[src/rtl/aes_ks_pkg.sv]
// Shared definitions for the AES key-schedule engine: key-size derivations,
// GF(2^8) doubling and the controller state encoding.
package aes_ks_pkg;

    typedef enum logic {IDLE, EXPAND} ks_state_e;

    localparam logic [7:0] RCON_INIT = 8'h01;

    function automatic int ks_nk(input int key_bits);
        return key_bits / 32;
    endfunction

    function automatic int ks_nr(input int key_bits);
        return ks_nk(key_bits) + 6;
    endfunction

    function automatic int ks_nw(input int key_bits);
        return 4 * (ks_nr(key_bits) + 1);
    endfunction

    function automatic logic [7:0] xtime(input logic [7:0] a);
        return {a[6:0], 1'b0} ^ (a[7] ? 8'h1b : 8'h00);
    endfunction

endpackage

[src/rtl/aes_subword.sv]
// Four parallel AES S-box lookups on one 32-bit word; purely combinational so
// the cipher round logic can share it.
module aes_subword (
    input  logic [31:0] word_in,
    output logic [31:0] word_out
);

    localparam logic [7:0] SBOX [0:255] = '{
        8'h63, 8'h7c, 8'h77, 8'h7b, 8'hf2, 8'h6b, 8'h6f, 8'hc5, 8'h30, 8'h01, 8'h67, 8'h2b, 8'hfe, 8'hd7, 8'hab, 8'h76,
        8'hca, 8'h82, 8'hc9, 8'h7d, 8'hfa, 8'h59, 8'h47, 8'hf0, 8'had, 8'hd4, 8'ha2, 8'haf, 8'h9c, 8'ha4, 8'h72, 8'hc0,
        8'hb7, 8'hfd, 8'h93, 8'h26, 8'h36, 8'h3f, 8'hf7, 8'hcc, 8'h34, 8'ha5, 8'he5, 8'hf1, 8'h71, 8'hd8, 8'h31, 8'h15,
        8'h04, 8'hc7, 8'h23, 8'hc3, 8'h18, 8'h96, 8'h05, 8'h9a, 8'h07, 8'h12, 8'h80, 8'he2, 8'heb, 8'h27, 8'hb2, 8'h75,
        8'h09, 8'h83, 8'h2c, 8'h1a, 8'h1b, 8'h6e, 8'h5a, 8'ha0, 8'h52, 8'h3b, 8'hd6, 8'hb3, 8'h29, 8'he3, 8'h2f, 8'h84,
        8'h53, 8'hd1, 8'h00, 8'hed, 8'h20, 8'hfc, 8'hb1, 8'h5b, 8'h6a, 8'hcb, 8'hbe, 8'h39, 8'h4a, 8'h4c, 8'h58, 8'hcf,
        8'hd0, 8'hef, 8'haa, 8'hfb, 8'h43, 8'h4d, 8'h33, 8'h85, 8'h45, 8'hf9, 8'h02, 8'h7f, 8'h50, 8'h3c, 8'h9f, 8'ha8,
        8'h51, 8'ha3, 8'h40, 8'h8f, 8'h92, 8'h9d, 8'h38, 8'hf5, 8'hbc, 8'hb6, 8'hda, 8'h21, 8'h10, 8'hff, 8'hf3, 8'hd2,
        8'hcd, 8'h0c, 8'h13, 8'hec, 8'h5f, 8'h97, 8'h44, 8'h17, 8'hc4, 8'ha7, 8'h7e, 8'h3d, 8'h64, 8'h5d, 8'h19, 8'h73,
        8'h60, 8'h81, 8'h4f, 8'hdc, 8'h22, 8'h2a, 8'h90, 8'h88, 8'h46, 8'hee, 8'hb8, 8'h14, 8'hde, 8'h5e, 8'h0b, 8'hdb,
        8'he0, 8'h32, 8'h3a, 8'h0a, 8'h49, 8'h06, 8'h24, 8'h5c, 8'hc2, 8'hd3, 8'hac, 8'h62, 8'h91, 8'h95, 8'he4, 8'h79,
        8'he7, 8'hc8, 8'h37, 8'h6d, 8'h8d, 8'hd5, 8'h4e, 8'ha9, 8'h6c, 8'h56, 8'hf4, 8'hea, 8'h65, 8'h7a, 8'hae, 8'h08,
        8'hba, 8'h78, 8'h25, 8'h2e, 8'h1c, 8'ha6, 8'hb4, 8'hc6, 8'he8, 8'hdd, 8'h74, 8'h1f, 8'h4b, 8'hbd, 8'h8b, 8'h8a,
        8'h70, 8'h3e, 8'hb5, 8'h66, 8'h48, 8'h03, 8'hf6, 8'h0e, 8'h61, 8'h35, 8'h57, 8'hb9, 8'h86, 8'hc1, 8'h1d, 8'h9e,
        8'he1, 8'hf8, 8'h98, 8'h11, 8'h69, 8'hd9, 8'h8e, 8'h94, 8'h9b, 8'h1e, 8'h87, 8'he9, 8'hce, 8'h55, 8'h28, 8'hdf,
        8'h8c, 8'ha1, 8'h89, 8'h0d, 8'hbf, 8'he6, 8'h42, 8'h68, 8'h41, 8'h99, 8'h2d, 8'h0f, 8'hb0, 8'h54, 8'hbb, 8'h16
    };

    assign word_out = {SBOX[word_in[31:24]], SBOX[word_in[23:16]],
                       SBOX[word_in[15:8]],  SBOX[word_in[7:0]]};

endmodule

[src/rtl/aes_key_schedule.sv]
// Iterative AES-128/192/256 key schedule: one 32-bit word per clock into a
// flat register store, round keys read through a registered port. AES_KS_ZEROIZE_EN adds key_clr.
module aes_key_schedule
    import aes_ks_pkg::*;
#(
    parameter int KEY_BITS = 128
) (
    input  logic                CLK,
    input  logic                reset,
    input  logic                start,
    input  logic [KEY_BITS-1:0] key_in,
    output logic                busy,
    output logic                done,
    output logic                key_valid,
    input  logic [3:0]          rd_round,
    output logic [127:0]        rd_key
`ifdef AES_KS_ZEROIZE_EN
    ,
    input  logic                key_clr
`endif
);

    localparam int NK = ks_nk(KEY_BITS);
    localparam int NR = ks_nr(KEY_BITS);
    localparam int NW = ks_nw(KEY_BITS);

    if (KEY_BITS != 128 && KEY_BITS != 192 && KEY_BITS != 256) begin : g_bad_key_bits
        $error("aes_key_schedule: KEY_BITS must be 128, 192 or 256");
    end

    logic [31:0] w [NW];
    ks_state_e   state, state_nx;
    logic [5:0]  idx;
    logic [2:0]  phase;
    logic [7:0]  rcon;
    logic        accept, step, last;
    logic [31:0] temp_prev, sub_in, sub_out, temp, w_new;
    logic [5:0]  rd_base;

    assign busy   = (state == EXPAND);
    assign accept = (state == IDLE) && start;
    assign step   = (state == EXPAND);
    assign last   = (idx == 6'(NW - 1));

    // phase tracks i mod Nk so the RotWord/Rcon and AES-256 SubWord slots need no divider
    assign temp_prev = w[idx - 6'd1];
    assign sub_in    = (phase == 3'd0) ? {temp_prev[23:0], temp_prev[31:24]} : temp_prev;

    aes_subword u_subword (
        .word_in  (sub_in),
        .word_out (sub_out)
    );

    always_comb begin
        temp = temp_prev;
        if (phase == 3'd0) begin
            temp = sub_out ^ {rcon, 24'h0};
        end else if (NK == 8 && phase == 3'd4) begin
            temp = sub_out;
        end
    end

    assign w_new = w[idx - 6'(NK)] ^ temp;

    always_comb begin
        state_nx = state;
        case (state)
            IDLE:    if (start) state_nx = EXPAND;
            EXPAND:  if (last)  state_nx = IDLE;
            default: state_nx = IDLE;
        endcase
    end

    always_ff @(posedge CLK) begin
        if (reset) begin
            state     <= IDLE;
            done      <= 1'b0;
            key_valid <= 1'b0;
            rcon      <= RCON_INIT;
            idx       <= 6'(NK);
            phase     <= 3'd0;
        end
`ifdef AES_KS_ZEROIZE_EN
        else if (key_clr) begin
            state     <= IDLE;
            done      <= 1'b0;
            key_valid <= 1'b0;
            rcon      <= RCON_INIT;
            idx       <= 6'(NK);
            phase     <= 3'd0;
        end
`endif
        else begin
            state <= state_nx;
            done  <= 1'b0;
            if (accept) begin
                key_valid <= 1'b0;
                rcon      <= RCON_INIT;
                idx       <= 6'(NK);
                phase     <= 3'd0;
            end else if (step) begin
                idx   <= idx + 6'd1;
                phase <= (phase == 3'(NK - 1)) ? 3'd0 : phase + 3'd1;
                if (phase == 3'd0) rcon <= xtime(rcon);
                if (last) begin
                    done      <= 1'b1;
                    key_valid <= 1'b1;
                end
            end
        end
    end

    // Store survives reset; only zeroize, key load and expansion write it
    always_ff @(posedge CLK) begin
`ifdef AES_KS_ZEROIZE_EN
        if (key_clr && !reset) begin
            for (int k = 0; k < NW; k++) w[k] <= '0;
        end else
`endif
        if (!reset && accept) begin
            for (int k = 0; k < NK; k++) w[k] <= key_in[KEY_BITS-1-32*k -: 32];
        end else if (!reset && step) begin
            w[idx] <= w_new;
        end
    end

    assign rd_base = {rd_round, 2'b00};

    always_ff @(posedge CLK) begin
        if (reset) begin
            rd_key <= '0;
        end
`ifdef AES_KS_ZEROIZE_EN
        else if (key_clr) begin
            rd_key <= '0;
        end
`endif
        else if (rd_round > 4'(NR)) begin
            rd_key <= '0;
        end else begin
            rd_key <= {w[rd_base], w[rd_base + 6'd1], w[rd_base + 6'd2], w[rd_base + 6'd3]};
        end
    end

endmodule

[config.mk]
export PLATFORM = sky130hd
export DESIGN_NAME = aes_key_schedule
export DESIGN_NICKNAME = d
export VERILOG_FILES = /design/src/rtl/aes_ks_pkg.sv /design/src/rtl/aes_subword.sv /design/src/rtl/aes_key_schedule.sv
export SDC_FILE = /design/constraint.sdc
export NUM_CORES = 2
export LEC_CHECK = 0
export CAP_MARGIN = 20
export CORE_ASPECT_RATIO = 1.5
export CORE_MARGIN = 2
export CORE_UTILIZATION = 50
export CTS_CLUSTER_SIZE = 30
export DETAILED_ROUTE_END_ITERATION = 10
export PLACE_DENSITY_LB_ADDON = 0.3
export SETUP_SLACK_MARGIN = 0.05
export SYNTH_ARGS = -nofsm -noshare
export SYNTH_HDL_FRONTEND = slang
export SYNTH_SLANG_ARGS = --single-unit
[constraint.sdc]
create_clock -name CLK -period 15.6 [get_ports CLK]
set_input_delay 4.68 -clock CLK [delete_from_list [all_inputs] [get_ports CLK]]
set_output_delay 4.68 -clock CLK [all_outputs]
set_load 0.02 [all_outputs]
# Yosys cells after proc, flatten, opt, wreduce, memory -nomap -nowiden
# Memory sizes are Yosys's and may differ from the RTL's. A register that Yosys moved wholly into a read port is not among the register bits.
# Cells that the tools add are included.
# op_classes
n_addsub	7
n_lt_le_gt_ge	5
eq_ne	2
n_mux	24
bitwise	8
n_reduce_logical	11
# op_table
op	n
$mux 32	3
$mux 8	8
$xor 32x32->32	2
$ge 9x9->1 const B	4
$not 8->9	4
$reduce_or 32->1	1
$add 6x1->6 const B	2
$add 6x2->6 const B	2
$mux 1	9
$xor 8x5->8	1
$eq 6x6->1 const B	1
$mux 6	1
$sub 6x1->6 const B	1
$sub 6x3->6 const B	1
$mux 5	1
$gt 4x4->1 const B	1
$reduce_and 2->1	2
$reduce_or 2->1	2
$add 3x1->3 const B	1
$eq 3x2->1 const B	1
$logic_and 1x1->1	3
$logic_not 3->1	1
$mux 3	1
$reduce_or 3->1	1
other kinds (3)	3
# word_totals
regBits	20
ramBits	1408
mem_bits_ro	8192
input_bits	135
out_inout_bits	131
elab_cells	68
mem_count	5
# memory_table
memory	depth	word_bits	read_ports	rd_clocked_by_memory_dff	wr	line_no	source
(no name shown)	256	8	1	0	0	aes_subword.sv:28	SBOX[word_in[15:8]], SBOX[word_in[7:0]]};
(no name shown)	256	8	1	0	0	aes_subword.sv:27	assign word_out = {SBOX[word_in[31:24]], SBOX[word_in[23:16]],
(no name shown)	256	8	1	0	0	aes_subword.sv:27	
(no name shown)	256	8	1	0	0	aes_subword.sv:28	
w	44	32	6	4	4	aes_key_schedule.sv:31	logic [31:0] w [NW];

# Depth between registers and ports, before layout
# An unclocked memory read counts as a cell.
# logic_depth
word_depth	11
ltp_mapped	37
mapped_depth_nobuf	20

# By module
# A second synthesis with hierarchy kept.
# unflattened
cells_unflattened	8306
hier_area_um2	97548.6
# modules_own_cells
mod	instances	cells_each	area_per_inst_um2	seq_area_each_um2
aes_key_schedule	1	6121	83779.1	45243.4
aes_subword	1	2185	13769.5	0.0

# Worst setup path before layout
# OpenSTA, ideal clock, no wires.
# synth_path
kind	register to register
start	reg idx[0]
end	mem w[0][22], data pin
setup_time_ns	0.142
t_arrival_ns	8.774
required_ns	15.458
path_slack_ns	6.684
stages_incl_launch_ff	35
n_path_buf	16
synth_period_minus_slack_ns	8.916
path_cell_list	dfxtp_1 -> buf_6 -> buf_4 -> inv_1 -> clkbuf_1 -> clkbuf_1 -> clkbuf_1 -> clkbuf_1 -> buf_1 -> clkbuf_1 -> clkbuf_1 -> ha_1 -> buf_2 -> buf_2 -> buf_2 -> buf_2 -> mux4_2 -> nand2_1 -> nand3_1 -> a32oi_1 -> and2_1 -> a21o_1 -> buf_4 -> clkbuf_1 -> ha_1 -> clkbuf_1 -> a21oi_1 -> nor2_1 -> o221a_2 -> or3_1 -> o211a_1 -> mux2i_1 -> a21oi_1 -> xnor2_1 -> mux2_2
# synth_lines
element	line_no	source
from (decl)	aes_key_schedule.sv:33	logic [5:0] idx;
from (signal assigned)	aes_key_schedule.sv:80	idx <= 6'(NK);
from (signal assigned)	aes_key_schedule.sv:99	idx <= 6'(NK);
from (signal assigned)	aes_key_schedule.sv:102	idx <= idx + 6'd1;
to (decl)	aes_key_schedule.sv:31	

==> impl_results.md <==
- Outcome: completed
- Design Power: 14.8 mW
- # DRC: 0
- Clk sink count: 1556
- Number of buffers created by CTS: 148
- Yosys top cell by area: edfxtp_1
- Buffers on Ports: 265
- Maxcap violations: 0
- CP Capture Type: flip-flop
- WS Path Type: reg -> reg
- CTS tree: yes
- Placer Congestion: 1.06
- Area Overhead vs Synth: 10.8%
- Finished Layout Cells: approximately 11000
- Drt pass-1 iters: 9
- Most used cell, CP: buf_4
- Synth top area cells: edfxtp_1 43%, mux4_2 14%, mux2i_1 4.3%, dfxtp_1 3.0%, a211oi_1 2.9%
- Hpwl dp: 311000 um
- Total GRT Usage: 0.466
- RSZ-0062 raised after global routing: no
- CP delay by family, top: buffers and inverters
- Hold WC Path Type: reg -> reg
- Largest net degree at the start of global routing: roughly 140
- Most used routing layer in global routing: met2
- Cell Area, Placed: 0.103 mm2
- Worst vdd ir: 119 uV
- H-tree depth: 4
- Type of origin of the critical path: flip-flop
- Minimum clock period: about 10 ns
- Ys async rst share: 0
- Slowest CP cell: dfxtp_4
- Skew-Pair Late Insertion Delay: between 0.8 and 0.9 ns
- Post-Route Setup TNS: 0 ns
- Mapped Cells: 8222
- Via count: 87500
- Leak pwr: ~34 nW
- Vias in the first global route: 82700
- DRT iter0 DRCs: 18600
- Synth Area per Inst: between 10 and 15 um2
- Final instance area: roughly 0.11 mm2
- Data required, critical path: ~16 ns
- Synth Register Bits: ~1600
- Post-Syn Area: 0.0975 mm2
- Warnings from Yosys: 0
- Sequential share of the synthesized area: 0.464
- CTS max path bufs: 4
- PostCTS Resize Cnt: 0
- Initial antenna violation count: 57
- Final Hold Vio Count: 0
- Netlist cell types: 130
- Die width: ~360 um
- Syn Nets: around 8400
- CTS Hold Buffers Added: 0
- Layout Utilization: 0.557
- Post-route ant nets: 0
- DIE HEIGHT: 545 um
- Worst path buffer plus inverter count: 7
- Clock transition at path regs: 0.07 ns
- CP max FO: about 140
- Met3 usage: 0.192
- CTS root buffer: clkbuf_16
- Endpoints failing setup: 0
- Share of layout cells above drive strength 1: 0.199
- GRT overflow: 0
- Placed cells: 10600
- I/O pins: 266
- Initial Utilization: 0.503
- Crit-path cells: inv_2 > ha_4 > buf_4 > buf_12 > mux4_2 > mux2_2 > mux2i_1 > a21oi_1 > o31ai_4 > o21ai_4 > buf_4 > clkinv_2 > buf_4 > nand2_1 > a21o_1 > a32oi_1 > a211oi_1 > o31a_1 > o31ai_1 > xor2_2 > buf_4 > mux2_2
- GR Util met1: 0.567
- Worst EP arrival: 10.98 ns
- Post-CTS setup buffers: 0
- Worst path max stage delay: roughly 0.84 ns
- First-pass GRT wire length: 650000 um
- Ys flop type: edfxtp_1
- Max-slew violation count: 0
- Top cell type's share of synthesized area: 0.434
- Wire length per cell: 43.6 um
- Fmax: ~96 MHz
- Met2 usage in global routing: 0.674
- Final Cycle Share: 0.667
- Die area: approximately 0.2 mm2
- Least-Margin Pin Slew: ~1.3 ns
- Routed vias/inst: 8.06
- Clk_skew: 0.0316 ns
- Nets: 8342
- Post-synth EDFFs: 1408
- Worst slew margin: 0.130
- Power per cell area: ~140 mW/mm2
- Num rows: just under 200
- Routed WL: 474000 um
- Core Area: 0.194 mm2
worst register-to-register path: cells and delay by family (launching register included):
| family | cells | cell delay [ns] |
|---|---|---|
| adders and majority gates | 1 | 0.81 |
| AOI/OAI and AO/OA | 8 | 2.61 |
| DFF | 1 | 0.84 |
| buffers and inverters | 7 | 3.71 |
| muxes | 4 | 1.79 |
| and+or+nand+nor | 1 | 0.30 |
| xor gates and xnor gates | 1 | 0.11 |
cells in the final DEF (no fill, tap or decap), types with 35 or more instances in the layout:
cell type and count:
mux2_2 239, o31ai_1 43, dfxtp_1 145, a311oi_1 47
nor2b_1 133, o221ai_1 70, o311ai_0 42, nor2_4 48
a31oi_1 95, o21ai_0 311, a221oi_1 57, and3_1 35
mux4_2 619, a21oi_1 484, inv_1 53, a211oi_1 377
nand2_1 494, o22ai_1 356, ha_1 61, clkdlybuf4s50_1 261
nor4_1 51, nor3_1 165, nand3_1 205, o211ai_1 136
edfxtp_1 1408, clkbuf_16 154, nor2_1 573, mux2i_1 410
buf_4 309
synth_stat cells, drive strengths merged (48+ instances only):
cell type     n
nor4         54
clkbuf      384
o22ai       357
o211ai      145
mux2i       416
dfxtp       148
mux2        241
o21ai       352
a21oi       491
a31oi        97
o221ai       71
a311oi       48
nand2       513
inv          63
ha           63
a211oi      385
a221oi       59
o31ai        50
nand3       209
edfxtp     1408
o311ai       62
nor2        627
mux4        619
buf         443
nor3        171
nor2b       134
path summary, 6_finish.rpt:
path                  start        end  slack, ns  cells past startpoint
hold / removal    key_valid  key_valid       0.45                      2
setup reg to reg     idx[1]   w[2][24]       5.19                     22
hold reg to reg   key_valid  key_valid       0.45                      2
setup / recovery     idx[1]   w[2][24]       5.19                     22
registers in the layout, summed over array words and instances (netlist names):
name / count
done: 1
rcon: 8
key_valid: 1
w: 1408
phase: 3
idx: 6
rd_key: 128
busy: 1
where the power goes:
part	leakage (nW)	switching (mW)	internal, mW	total [mW]
Combinational	17.9	4.04	1.54	5.58
Clock	2.33	1.65	2.08	3.73
Sequential	13.9	0.0522	5.46	5.52
metrics by stage:
step | hold slack [ns] | setup slack [ns]
final | 0.451 | 5.19
after global routing | 0.468 | 5.18
after CTS | 0.452 | 5.32
after detailed placement | 0.441 | 5.33
after global placement | 0.441 | 5.45
after floorplan | 0.457 | 6.68
area by class of cell:
cell class | count | area [um2]
antenna | 17 | 42.5
clock buffer | 176 | 3980
clock inverter | 81 | 833
fill | 16100 | 86000
inverter | 64 | 248
multi-input combinational | 5775 | 49000
sequential | 1556 | 45300
tap | 2600 | 3250
timing repair buffer | 599 | 5460
cell families after synthesis:
| logic type | count (synthesis) | synth area share |
|---|---|---|
| adder cells (fa/ha/maj) | 63 | 0.00808 |
| XOR/XNOR | 61 | 0.00610 |
| buffers and inverters | 891 | 0.0432 |
| multiplexers | 1276 | 0.214 |
| AO/OA/AOI/OAI | 2494 | 0.176 |
| flip-flops | 1556 | 0.464 |
| AND/OR/NAND/NOR | 1881 | 0.0887 |
layer usage:
layer  share of wire  wire, um
met5         0.00071       339
met4           0.090     42700
met3            0.16     78000
met2            0.42    198000
met1            0.33    155000
(Power assumes the default switching activity.)
